--- config.mk ---
export PLATFORM = sky130hd
export DESIGN_NAME = pc_sequencer
export DESIGN_NICKNAME = d
export VERILOG_FILES = /design/src/rtl/pc_pkg.sv /design/src/rtl/pc_sequencer_ras.sv /design/src/rtl/pc_sequencer.sv
export SDC_FILE = /design/constraint.sdc
export NUM_CORES = 1
export LEC_CHECK = 0
export CORE_ASPECT_RATIO = 0.9
export CORE_UTILIZATION = 25
export CTS_CLUSTER_SIZE = 25
export DETAILED_ROUTE_END_ITERATION = 7
export PLACE_DENSITY = 0.51
export SLEW_MARGIN = 40
export SYNTH_ARGS = -nofsm -noshare
export SYNTH_HDL_FRONTEND = slang
export SYNTH_SLANG_ARGS = --single-unit
export TNS_END_PERCENT = 30
--- constraint.sdc ---
create_clock -name clk -period 7.29 [get_ports clk]
set_clock_uncertainty 0.1 [all_clocks]
set_input_delay 2.187 -clock clk [delete_from_list [all_inputs] [get_ports clk]]
set_output_delay 2.187 -clock clk [all_outputs]
set_load 0.02 [all_outputs]
--- src/rtl/pc_pkg.sv ---
// Shared types and helpers for the fetch-stage program counter sequencer.
package pc_pkg;

    localparam int PC_DEFAULT_XLEN = 32;
    localparam int PC_MAX_XLEN     = 64;

    typedef enum logic [2:0] {
        SEL_RESET,
        SEL_TRAP,
        SEL_TARGET,
        SEL_RAS,
        SEL_HOLD,
        SEL_SEQ
    } next_pc_sel_t;

    // Clears the low 'align' bits of an address; callers truncate back to XLEN.
    function automatic logic [PC_MAX_XLEN-1:0] align_addr(
        input logic [PC_MAX_XLEN-1:0] addr,
        input int unsigned            align
    );
        logic [PC_MAX_XLEN-1:0] mask;
        mask = ~((PC_MAX_XLEN'(1) << align) - PC_MAX_XLEN'(1));
        return addr & mask;
    endfunction

endpackage

--- src/rtl/pc_sequencer_ras.sv ---
// Circular return address stack: overwrites the oldest entry when full, ignores pops when empty.
module return_address_stack #(
    parameter int XLEN  = 32,
    parameter int DEPTH = 4
) (
    input  logic            clk,
    input  logic            rst,
    input  logic            push,
    input  logic [XLEN-1:0] pushData,
    input  logic            pop,
    output logic [XLEN-1:0] top,
    output logic            empty
);
    localparam int PW = $clog2(DEPTH);

    logic [XLEN-1:0] r_mem [DEPTH];
    logic [PW-1:0]   r_sp;
    logic [PW:0]     r_count;
    logic            w_do_pop;
    logic [PW-1:0]   w_sp_dec;

    assign w_sp_dec = r_sp - PW'(1);
    assign w_do_pop = pop && (r_count != '0);
    assign top      = r_mem[w_sp_dec];
    assign empty    = (r_count == '0);

    always_ff @(posedge clk) begin
        if (rst) begin
            r_sp    <= '0;
            r_count <= '0;
        end else begin
            case ({push, w_do_pop})
                2'b10: begin
                    r_sp <= r_sp + PW'(1);
                    if (r_count != (PW+1)'(DEPTH)) begin
                        r_count <= r_count + (PW+1)'(1);
                    end
                end
                2'b01: begin
                    r_sp    <= w_sp_dec;
                    r_count <= r_count - (PW+1)'(1);
                end
                default: ;
            endcase
        end
    end

    // Storage is not reset; simultaneous pop+push replaces the top in place.
    always_ff @(posedge clk) begin
        if (push) begin
            if (w_do_pop) begin
                r_mem[w_sp_dec] <= pushData;
            end else begin
                r_mem[r_sp] <= pushData;
            end
        end
    end

endmodule

--- src/rtl/pc_sequencer.sv ---
// Fetch-stage program counter with trap/branch/return redirect priority and alignment check.
// Optional return address stack prediction is enabled by defining PC_RAS_EN.
module pc_sequencer
    import pc_pkg::*;
#(
    parameter int              XLEN         = PC_DEFAULT_XLEN,
    parameter logic [XLEN-1:0] RESET_VECTOR = '0,
    parameter int              INSTR_BYTES  = 4,
    parameter int              RAS_DEPTH    = 4
) (
    input  logic            clk,
    input  logic            rst,
    input  logic            isStalled,
    input  logic            trapTaken,
    input  logic [XLEN-1:0] trapVector,
    input  logic            shouldGoToTarget,
    input  logic [XLEN-1:0] jumpTarget,
    input  logic            isCall,
    input  logic            isReturn,
    output logic [XLEN-1:0] pc,
    output logic            pcValid,
    output logic            redirected,
    output logic            misalignedTarget,
    output logic            rasEmpty
);
    localparam int unsigned     ALIGN = $clog2(INSTR_BYTES);
    localparam logic [XLEN-1:0] STEP  = XLEN'(INSTR_BYTES);

    next_pc_sel_t    w_sel;
    logic [XLEN-1:0] w_seq_pc;
    logic [XLEN-1:0] w_trap_al;
    logic [XLEN-1:0] w_target_al;
    logic [XLEN-1:0] w_ras_top;
    logic            w_ras_empty;
    logic            w_trap_mis;
    logic            w_target_mis;

    assign w_seq_pc     = pc + STEP;
    assign w_trap_al    = XLEN'(align_addr(PC_MAX_XLEN'(trapVector), ALIGN));
    assign w_target_al  = XLEN'(align_addr(PC_MAX_XLEN'(jumpTarget), ALIGN));
    assign w_trap_mis   = |trapVector[ALIGN-1:0];
    assign w_target_mis = |jumpTarget[ALIGN-1:0];
    assign rasEmpty     = w_ras_empty;

`ifdef PC_RAS_EN
    logic w_ras_push;
    logic w_ras_pop;

    // Push/pop track the instruction stream even when a trap or branch wins the mux.
    assign w_ras_push = isCall && !isStalled && !rst;
    assign w_ras_pop  = isReturn && !isStalled && !rst;

    return_address_stack #(
        .XLEN (XLEN),
        .DEPTH(RAS_DEPTH)
    ) u_ras (
        .clk     (clk),
        .rst     (rst),
        .push    (w_ras_push),
        .pushData(w_seq_pc),
        .pop     (w_ras_pop),
        .top     (w_ras_top),
        .empty   (w_ras_empty)
    );
`else
    logic w_unused_ras;
    assign w_unused_ras = ^{isCall, isReturn};
    assign w_ras_top    = '0;
    assign w_ras_empty  = 1'b1;
`endif

    always_comb begin
        w_sel = SEL_SEQ;
        if (rst) begin
            w_sel = SEL_RESET;
        end else if (trapTaken) begin
            w_sel = SEL_TRAP;
        end else if (shouldGoToTarget) begin
            w_sel = SEL_TARGET;
`ifdef PC_RAS_EN
        end else if (isReturn && !w_ras_empty && !isStalled) begin
            w_sel = SEL_RAS;
`endif
        end else if (isStalled) begin
            w_sel = SEL_HOLD;
        end
    end

    always_ff @(posedge clk) begin
        case (w_sel)
            SEL_RESET:  pc <= RESET_VECTOR;
            SEL_TRAP:   pc <= w_trap_al;
            SEL_TARGET: pc <= w_target_al;
            SEL_RAS:    pc <= w_ras_top;
            SEL_HOLD:   pc <= pc;
            default:    pc <= w_seq_pc;
        endcase
        pcValid          <= !rst;
        redirected       <= (w_sel == SEL_TRAP) || (w_sel == SEL_TARGET) || (w_sel == SEL_RAS);
        misalignedTarget <= ((w_sel == SEL_TRAP) && w_trap_mis) ||
                            ((w_sel == SEL_TARGET) && w_target_mis);
    end

endmodule

==> results of run 1 <==
[synthesized netlist by cell type (all sizes together)]
library cell / count
edfxtp: 30
xor2: 22
a22oi: 20
o21ai: 19
nand2: 17
nand3: 17
nor2: 13
nand4: 10
o22ai: 10
clkbuf: 8
a21oi: 6
and3: 6
buf: 6
xnor2: 6
a211oi: 3
dfxtp: 3
nor3: 3
and2: 2
conb: 2
inv: 2
mux2i: 2
nor4: 2
a222oi: 1
a32oi: 1
and4: 1
clkinv: 1
ha: 1
nor2b: 1
nor3b: 1
or3: 1
[state kept, by name, summed over array words and instances, names as in the netlist]
register and cells:
pcValid 1, pc 30, redirected 1, misalignedTarget 1
[worst paths after layout]
path	start	end	slack, ns	cells after the start
setup / recovery	trapTaken	pc[28]	2.74	5
hold / removal	pc[31]	pc[31]	0.56	2
setup reg to reg	pc[2]	pc[30]	4.94	6
hold reg to reg	pc[31]	pc[31]	0.56	2
[through the flow]
step	total power [uW]	util [%]	area, sq um	worst slack [ns]
floorplan	306	-	2120	3.31
global route	582	40.6	3310	2.48
detailed placement	387	39.3	3200	2.38
finish	557	40.6	3310	2.74
global placement	386	39.3	3200	2.00
CTS	562	40.6	3300	2.70
[worst min-delay path: stages (launching register included)]
cell and delay, ns:
edfxtp_1 0.37, xor2_1 0.09, o21ai_2 0.10
[final cells by class]
type / count / area [sq um]
Timing Repair Buffer: 102 / 1010
Inverter: 3 / 11.3
Clock inverter: 2 / 33.8
Sequential cell: 33 / 961
Fill cell: 852 / 4840
Tap cell: 99 / 124
Clock buffer: 6 / 72.6
Multi-Input combinational cell: 168 / 1090
[metal layers]
| metal | track usage, % | up-vias | share of wire, % |
|---|---|---|---|
| li1 | - | 1009 | - |
| met1 | 20.4 | 967 | 47 |
| met2 | 24.9 | 57 | 47 |
| met3 | 3.67 | 7 | 5.2 |
| met4 | 4.41 | 0 | 0.98 |
| met5 | 0 | - | 0 |
[placed cells by master (no fill, tap or decap), types with 3 or more instances in the layout]
cell	netlist	layout
nand4_1	9	9
nand3_1	17	17
conb_1	2	3
o21ai_0	12	12
a211oi_1	3	3
a22oi_1	20	20
xnor2_1	6	6
nand2_1	17	16
dfxtp_1	3	3
nor2_1	13	11
o22ai_1	10	10
a21oi_1	6	6
and3_1	6	6
clkdlybuf4s50_1	0	100
clkbuf_8	0	5
o21ai_1	6	6
edfxtp_1	30	30
xor2_1	22	22
[logic make-up (layout without fill, tap and decap cells)]
family                     Yosys count  in the layout
other                                2              3
AOI/OAI and AO/OA                   60             60
xor gates and xnor gates            28             28
muxes                                2              2
and+or+nand+nor                     74             74
adders and majority gates            1              1
DFF                                 33             33
buffers and inverters               17            113
[power breakdown]
group | switching (uW) | total (uW) | leakage (uW) | internal (uW)
combinational | 60.6 | 136 | 0.000713 | 75.6
sequential | 20.5 | 246 | 0.000370 | 225
clock | 73.9 | 175 | 0.0000528 | 101
total | 155 | 557 | 0.00114 | 402
==> results.sh, run 1 <==
export IMPL_final_nets=385
export IMPL_numCtsBuffers=5
export IMPL_antenna_found_initial=0
export IMPL_synth_top_area_share_pct=42.5
export IMPL_dpl_cell_count=405
export IMPL_drv_cap=0
export IMPL_cts_root_buf="clkbuf_8"
export IMPL_synth_mux_area_share_pct=0.945
export IMPL_tightestPinTransition_ns=0.774
export IMPL_fin_hold_ws_ns=0.563
export IMPL_vias=2040
export IMPL_crit_slowest_cell="clkdlybuf4s50_1"
export IMPL_cts_reportedPaths_clkPinSlew_ns=0.07
export IMPL_drt_initial_drc_count=90
export IMPL_hp_class="reg -> reg"
export IMPL_grt_pass1_wl_um=10200
export IMPL_gp_congestion=0.753
export IMPL_yosys_top_cells_area="edfxtp_1, xor2_1, a22oi_1"
export IMPL_path_class="in -> reg"
export IMPL_max_stage_delay_ns=0.92
export IMPL_grt_pass1_vias=1974
export IMPL_yosys_warnings=0
export IMPL_yosysUniqueCellTypes=36
export IMPL_path_cells="clkdlybuf4s50_1 -> clkinv_1 -> nor2_2 -> a22oi_1 -> o21ai_0"
export IMPL_hold_viol_final=0
export IMPL_cp_top_family="buffers and inverters"
export IMPL_synthAdderAreaFrac_pct=0.590
export IMPL_fin_cells=413
export IMPL_grt_ovfl_total=0
export IMPL_rsz0062_at_grt="no"
export IMPL_worstPathMaxFanout=17
export IMPL_synth_compound_area_share_pct=18.1
export IMPL_drive_above_1_share_pct=5.41
export IMPL_yosysSeqAreaShare_pct=45.3
export IMPL_ant_nets=0
export IMPL_synth_xor_area_share_pct=11.6
export IMPL_cp_num_buf_inv=2
export IMPL_powerDensity_nw_per_um2=168
export IMPL_synth_top_family_by_area="simple AND/OR/NAND/NOR gates"
export IMPL_cts_setup_buffers=0
export IMPL_drt_first_pass_iters=4
export IMPL_end_kind="register"
export IMPL_finalSetupViolCount=0
export IMPL_outcome="finished, final reports clean"
export IMPL_yosys_area_share_simple_pct=19.4
export IMPL_synth_top_area_cell="edfxtp_1"
export IMPL_grt_max_degree=31
export IMPL_io_pins=107
export IMPL_layout_min_cycle_time_ns=4.55
export IMPL_remaining_drc_errors=0
export IMPL_clockBufferDepth=2
export IMPL_clkLatencyLatePin_ns=0.29
export IMPL_fin_crit_sh_pct=62.4
export IMPL_ys_ff_latch=33
export IMPL_io_buffers=101
export IMPL_die_area_sq_um=8850
export IMPL_chipWidth_um=99.1
export IMPL_cts_tree="built"
export IMPL_core_region_area_sq_um=8150
export IMPL_critPathArrivalTime_ns=4.58
export IMPL_viasPerCell=4.94
export IMPL_diodes=0
export IMPL_cp_required_ns=7.32
export IMPL_fmax_ghz=0.220
export IMPL_die_h_um=89.4
export IMPL_wirelength_um=6660
export IMPL_initial_core_util_pct=26.0
export IMPL_tns_ns=0
export IMPL_peakVddDrop_mv=0.0838
export IMPL_wl_per_cell_um=16.1
export IMPL_relSlewSlack_pct=48.3
export IMPL_place_hpwl_um=4710
export IMPL_cts_hold_buffers=0
export IMPL_power_leakage_uw=0.00114
export IMPL_clock_sinks=33
export IMPL_mappedNetlistArea_sq_um=2120
export IMPL_syn_mean_instance_area_sq_um=9.77
export IMPL_synthToLayoutAreaGrowth_pct=56.0
export IMPL_rows=31
export IMPL_grt_usage_pct=15.3
export IMPL_slew_viol_final=0
export IMPL_synth_cells=217
export IMPL_critPathLaunchType="input port"
export IMPL_h_tree_depth=2
export IMPL_post_cts_resized=0
No activity file was read; power rests on OpenSTA's default activity.
==> run 2, diff against run 1 <==
--- a/config.mk
+++ b/config.mk
@@ -9,7 +9,7 @@
 export CORE_UTILIZATION = 25
 export CTS_CLUSTER_SIZE = 25
 export DETAILED_ROUTE_END_ITERATION = 7
-export PLACE_DENSITY = 0.51
+export PLACE_DENSITY = 0.53
 export SLEW_MARGIN = 40
 export SYNTH_ARGS = -nofsm -noshare
 export SYNTH_HDL_FRONTEND = slang
==> constraint.sdc (replaced) <==
create_clock -name clk -period 4.18 [get_ports clk]
set_clock_uncertainty 0.1 [all_clocks]
set_input_delay 1.254 -clock clk [delete_from_list [all_inputs] [get_ports clk]]
set_output_delay 1.254 -clock clk [all_outputs]
set_load 0.02 [all_outputs]
==> results.sh, run 2 (synthesis gave the netlist of run 1 again) <==
export IMPL_met1_usage_pct=19.6
export IMPL_grt_usage_pct=14.0
export IMPL_h_tree_depth=2
export IMPL_drv_cap=0
export IMPL_layout_min_cycle_time_ns=2.88
export IMPL_grt_pass1_wl_um=9540
export IMPL_busiest_layer="met2"
export IMPL_diodes=0
export IMPL_post_cts_resized=0
export IMPL_die_area_sq_um=8850
export IMPL_gp_congestion=0.765
export IMPL_wirelength_um=6300
export IMPL_chipWidth_um=99.1
export IMPL_grt_pass1_vias=1902
export IMPL_drive_above_1_share_pct=6.52
export IMPL_worstPathMaxFanout=14
export IMPL_grt_ovfl_total=0
export IMPL_rows=31
export IMPL_end_kind="register"
export IMPL_met2_usage_pct=22.2
export IMPL_use_met3_pct=2.81
export IMPL_peakVddDrop_mv=0.0982
export IMPL_fin_util_pct=41.0
export IMPL_final_nets=393
export IMPL_path_cells="clkdlybuf4s50_1 -> clkinv_1 -> nand2_1 -> nor2_1 -> buf_4 -> a22oi_1 -> o21ai_0"
export IMPL_rsz0062_at_grt="no"
export IMPL_fmax_ghz=0.347
export IMPL_cts_setup_buffers=0
export IMPL_synthToLayoutAreaGrowth_pct=57.6
export IMPL_critPathLaunchType="input port"
export IMPL_cp_num_buf_inv=3
export IMPL_stdcell_area_sq_um=3340
export IMPL_path_class="in -> reg"
export IMPL_numCtsBuffers=5
export IMPL_vias=2016
export IMPL_powerDensity_nw_per_um2=269
export IMPL_power_leakage_uw=0.00116
export IMPL_cts_hold_buffers=0
export IMPL_hold_viol_final=0
export IMPL_core_region_area_sq_um=8150
export IMPL_crit_slowest_cell="clkdlybuf4s50_1"
export IMPL_io_buffers=101
export IMPL_clockBufferDepth=2
export IMPL_placed_cell_area_sq_um=3260
export IMPL_final_cell_mix="clkdlybuf4s50_1, edfxtp_1, xor2_1"
export IMPL_initial_core_util_pct=26.0
export IMPL_drt_first_pass_iters=4
export IMPL_clkLatencyLatePin_ns=0.28
export IMPL_ant_nets=0
export IMPL_final_common_cell="clkdlybuf4s50_1"
export IMPL_wl_per_cell_um=15.0
export IMPL_cts_tree="built"
export IMPL_outcome="finished, final reports clean"
export IMPL_slew_viol_final=0
export IMPL_cts_root_buf="clkbuf_8"
export IMPL_max_stage_delay_ns=0.51
export IMPL_cp_top_family="buffers and inverters"
export IMPL_finalSetupViolCount=0
export IMPL_tightestPinTransition_ns=0.558
export IMPL_remaining_drc_errors=0
export IMPL_reg2reg_slack_ns=1.90
export IMPL_cp_required_ns=4.10
export IMPL_relSlewSlack_pct=62.6
export IMPL_tns_ns=0
export IMPL_antenna_found_initial=0
export IMPL_viasPerCell=4.79
export IMPL_hp_class="reg -> reg"
export IMPL_drt_initial_drc_count=90
export IMPL_grt_max_degree=21
export IMPL_critPathArrivalTime_ns=2.80
export IMPL_regMostFlops="pc"
export IMPL_die_h_um=89.4
export IMPL_largest_register_ffs=30
export IMPL_cts_reportedPaths_clkPinSlew_ns=0.07
export IMPL_place_hpwl_um=4830
export IMPL_io_pins=107
export IMPL_clock_sinks=33
export IMPL_fin_crit_sh_pct=68.9
[run 2: metal layers]
metal / share of wire (%) / vias up / routed length [um]
met5: 0 / - / 0
met4: 1.3 / 0 / 83
met3: 4.6 / 6 / 290
met2: 44 / 57 / 2760
met1: 50 / 923 / 3160
li1: - / 1030 / -
[run 2: path summary, 6_finish.rpt]
path                   from  endpoint  depth (start not counted)
hold / removal       pc[31]    pc[31]                          2
setup reg to reg      pc[2]    pc[28]                          6
setup / recovery  trapTaken    pc[19]                          7
hold reg to reg      pc[31]    pc[31]                          2
[run 2: report_power, final]
group          internal [uW]  total (uW)  switching [uW]
clock network            112         229             117
logic                    136         240             104
registers                393         428            35.4
[run 2: area by class of cell]
type                       instances  area, sq um
inverter                           3         11.3
fill                             850         4810
multi-input combinational        168         1080
tap                               99          124
timing repair buffer             110         1080
sequential                        33          961
clock buffer                       5         68.8
clock inverter                     3         12.5
[run 2: metrics by stage]
| stage | power, uW | setup slack, ns | instances | hold WS (ns) |
|---|---|---|---|---|
| detailed placement | 678 | 0.978 | 413 | 0.558 |
| CTS | 913 | 1.27 | 421 | 0.584 |
| global placement | 677 | 0.979 | 413 | 0.544 |
| floorplan | 534 | 1.13 | 218 | 0.655 |
| finish | 898 | 1.30 | 421 | 0.574 |
| global route | 943 | 1.16 | 421 | 0.605 |
[run 2: tightest hold or removal path, cell delays in order, from the launching register on]
cell and delay, ns:
edfxtp_1 0.38, xor2_1 0.09, o21ai_2 0.10
==> run 3, diff against run 2 <==
--- a/config.mk
+++ b/config.mk
@@ -9,7 +9,7 @@
 export CORE_UTILIZATION = 25
 export CTS_CLUSTER_SIZE = 25
 export DETAILED_ROUTE_END_ITERATION = 7
-export PLACE_DENSITY = 0.53
+export PLACE_DENSITY = 0.51
 export SLEW_MARGIN = 40
 export SYNTH_ARGS = -nofsm -noshare
 export SYNTH_HDL_FRONTEND = slang
==> constraint.sdc (replaced) <==
create_clock -name clk -period 2.74 [get_ports clk]
set_clock_uncertainty 0.1 [all_clocks]
set_input_delay 0.822 -clock clk [delete_from_list [all_inputs] [get_ports clk]]
set_output_delay 0.822 -clock clk [all_outputs]
set_load 0.02 [all_outputs]
==> results.sh, run 3 (synthesis gave the netlist of run 1 again) <==
export IMPL_vias=2091
export IMPL_relSlewSlack_pct=50.2
export IMPL_layout_min_cycle_time_ns=2.36
export IMPL_drt_initial_drc_count=60
export IMPL_worstPathMaxFanout=6
export IMPL_crit_slowest_cell="clkdlybuf4s50_1"
export IMPL_clockBufferDepth=2
export IMPL_outcome="finished, final reports clean"
export IMPL_endpoint="pc[4]"
export IMPL_final_cell_mix="clkdlybuf4s50_1, edfxtp_1, xor2_1"
export IMPL_initial_core_util_pct=26.0
export IMPL_intPower_uw=994
export IMPL_post_cts_resized=0
export IMPL_die_area_sq_um=8850
export IMPL_cts_hold_buffers=0
export IMPL_rows=31
export IMPL_finalSetupViolCount=0
export IMPL_drt_first_pass_iters=4
export IMPL_gp_congestion=0.779
export IMPL_met2_usage_pct=24.7
export IMPL_drv_cap=0
export IMPL_crit_start="pc[4]"
export IMPL_cp_top_family="buffers and inverters"
export IMPL_core_region_area_sq_um=8150
export IMPL_fin_crit_sh_pct=86.0
export IMPL_numCtsBuffers=5
export IMPL_reg2reg_slack_ns=0.71
export IMPL_tightestPinTransition_ns=0.746
export IMPL_rr_startpoint="pc[4]"
export IMPL_path_class="reg -> out"
export IMPL_cp_depth=1
export IMPL_diodes=0
export IMPL_cts_setup_buffers=0
export IMPL_hold_viol_final=0
export IMPL_regArea_sq_um=961
export IMPL_met1_usage_pct=20.6
export IMPL_final_common_cell="clkdlybuf4s50_1"
export IMPL_antenna_found_initial=0
export IMPL_grt_max_degree=20
export IMPL_rsz0062_at_grt="no"
export IMPL_swShare_pct=28.6
export IMPL_cts_reportedPaths_clkPinSlew_ns=0.07
export IMPL_largest_register_ffs=30
export IMPL_tns_ns=0
export IMPL_path_cells="clkdlybuf4s50_1"
export IMPL_viasPerCell=4.91
export IMPL_chipWidth_um=99.1
export IMPL_switchingPower_uw=397
export IMPL_cp_required_ns=1.82
export IMPL_place_hpwl_um=5000
export IMPL_die_h_um=89.4
export IMPL_r2r_cells=5
export IMPL_n_fill_cell=855
export IMPL_multi_input_area_sq_um=1080
export IMPL_cp_num_buf_inv=1
export IMPL_regMostFlops="pc"
export IMPL_busiest_layer="met2"
export IMPL_grt_ovfl_total=0
export IMPL_remaining_drc_errors=0
export IMPL_grt_usage_pct=15.2
export IMPL_cts_root_buf="clkbuf_8"
export IMPL_synthToLayoutAreaGrowth_pct=59.3
export IMPL_cts_tree="built"
export IMPL_io_buffers=101
export IMPL_dpl_cell_count=418
export IMPL_io_pins=107
export IMPL_ant_nets=0
export IMPL_p_comb_share_pct=27.4
export IMPL_drive_above_1_share_pct=7.65
export IMPL_power_leakage_uw=0.00119
export IMPL_clockPowerShare_pct=26.0
export IMPL_fin_cells=426
export IMPL_grt_pass1_vias=2019
export IMPL_wl_per_cell_um=15.6
export IMPL_peakVddDrop_mv=0.175
export IMPL_final_nets=398
export IMPL_grt_pass1_wl_um=10300
export IMPL_seqPwrFrac_pct=46.6
export IMPL_hp_class="reg -> reg"
export IMPL_slew_viol_final=0
export IMPL_use_met3_pct=3.99
export IMPL_clock_sinks=33
export IMPL_end_kind="primary output"
export IMPL_clkLatencyLatePin_ns=0.28
export IMPL_wirelength_um=6650
export IMPL_critPathArrivalTime_ns=1.44
export IMPL_critPathLaunchType="register"
export IMPL_max_stage_delay_ns=0.66
export IMPL_powerDensity_nw_per_um2=412
export IMPL_fmax_ghz=0.424
export IMPL_h_tree_depth=2
export IMPL_r2r_end="pc[31]"
run 3: changes by cell type in the layout (fill, tap and decap cells not counted), sizes merged:
| cell | change |
|---|---|
| clkinv | -3 |
| buf | +5 |
| clkbuf | +3 |
run 3: per-layer routing:
metal	part of all wire, %	wire length [um]
met5	0	0
met4	0.72	48
met3	6.4	425
met2	46	3040
met1	47	3140
run 3: stage by stage:
stage	hold WS (ns)	utilization, %	setup WS, ns	instance area (sq um)	total power [uW]
CTS	0.568	41.4	0.367	3380	1410
global placement	0.536	40.5	0.126	3300	1040
finish	0.561	41.4	0.382	3380	1390
detailed placement	0.544	40.5	0.111	3300	1040
floorplan	0.655	-	0.122	2120	814
global route	0.595	41.4	0.319	3380	1460
run 3: worst min-delay path by stage:
stage	startpoint	cells past startpoint	end	slack, ns
2_1_floorplan	pc[31]	2	pc[31]	0.65
3_3_place_gp	pc[31]	2	pc[31]	0.54
3_5_place_dp	pc[31]	2	pc[31]	0.54
4_1_cts	pc[31]	2	pc[31]	0.57
5_1_grt	pc[31]	2	pc[31]	0.60
6_report	pc[31]	2	pc[31]	0.56
run 3: final cells by class:
type	count	area share [%]
Multi-Input combinational cell	168	32.1
Sequential cell	33	28.5
Clock buffer	8	2.37
Timing Repair Buffer	115	33.1
Tap cell	99	3.67
Inverter	3	0.334
run 3: power by group through the flow:
stage	logic (uW)	clock network (uW)	registers (uW)
after floorplan	107	0	707
after global placement	382	0	659
after detailed placement	383	0	660
after CTS	386	374	649
after global routing	412	391	657
final	381	361	649
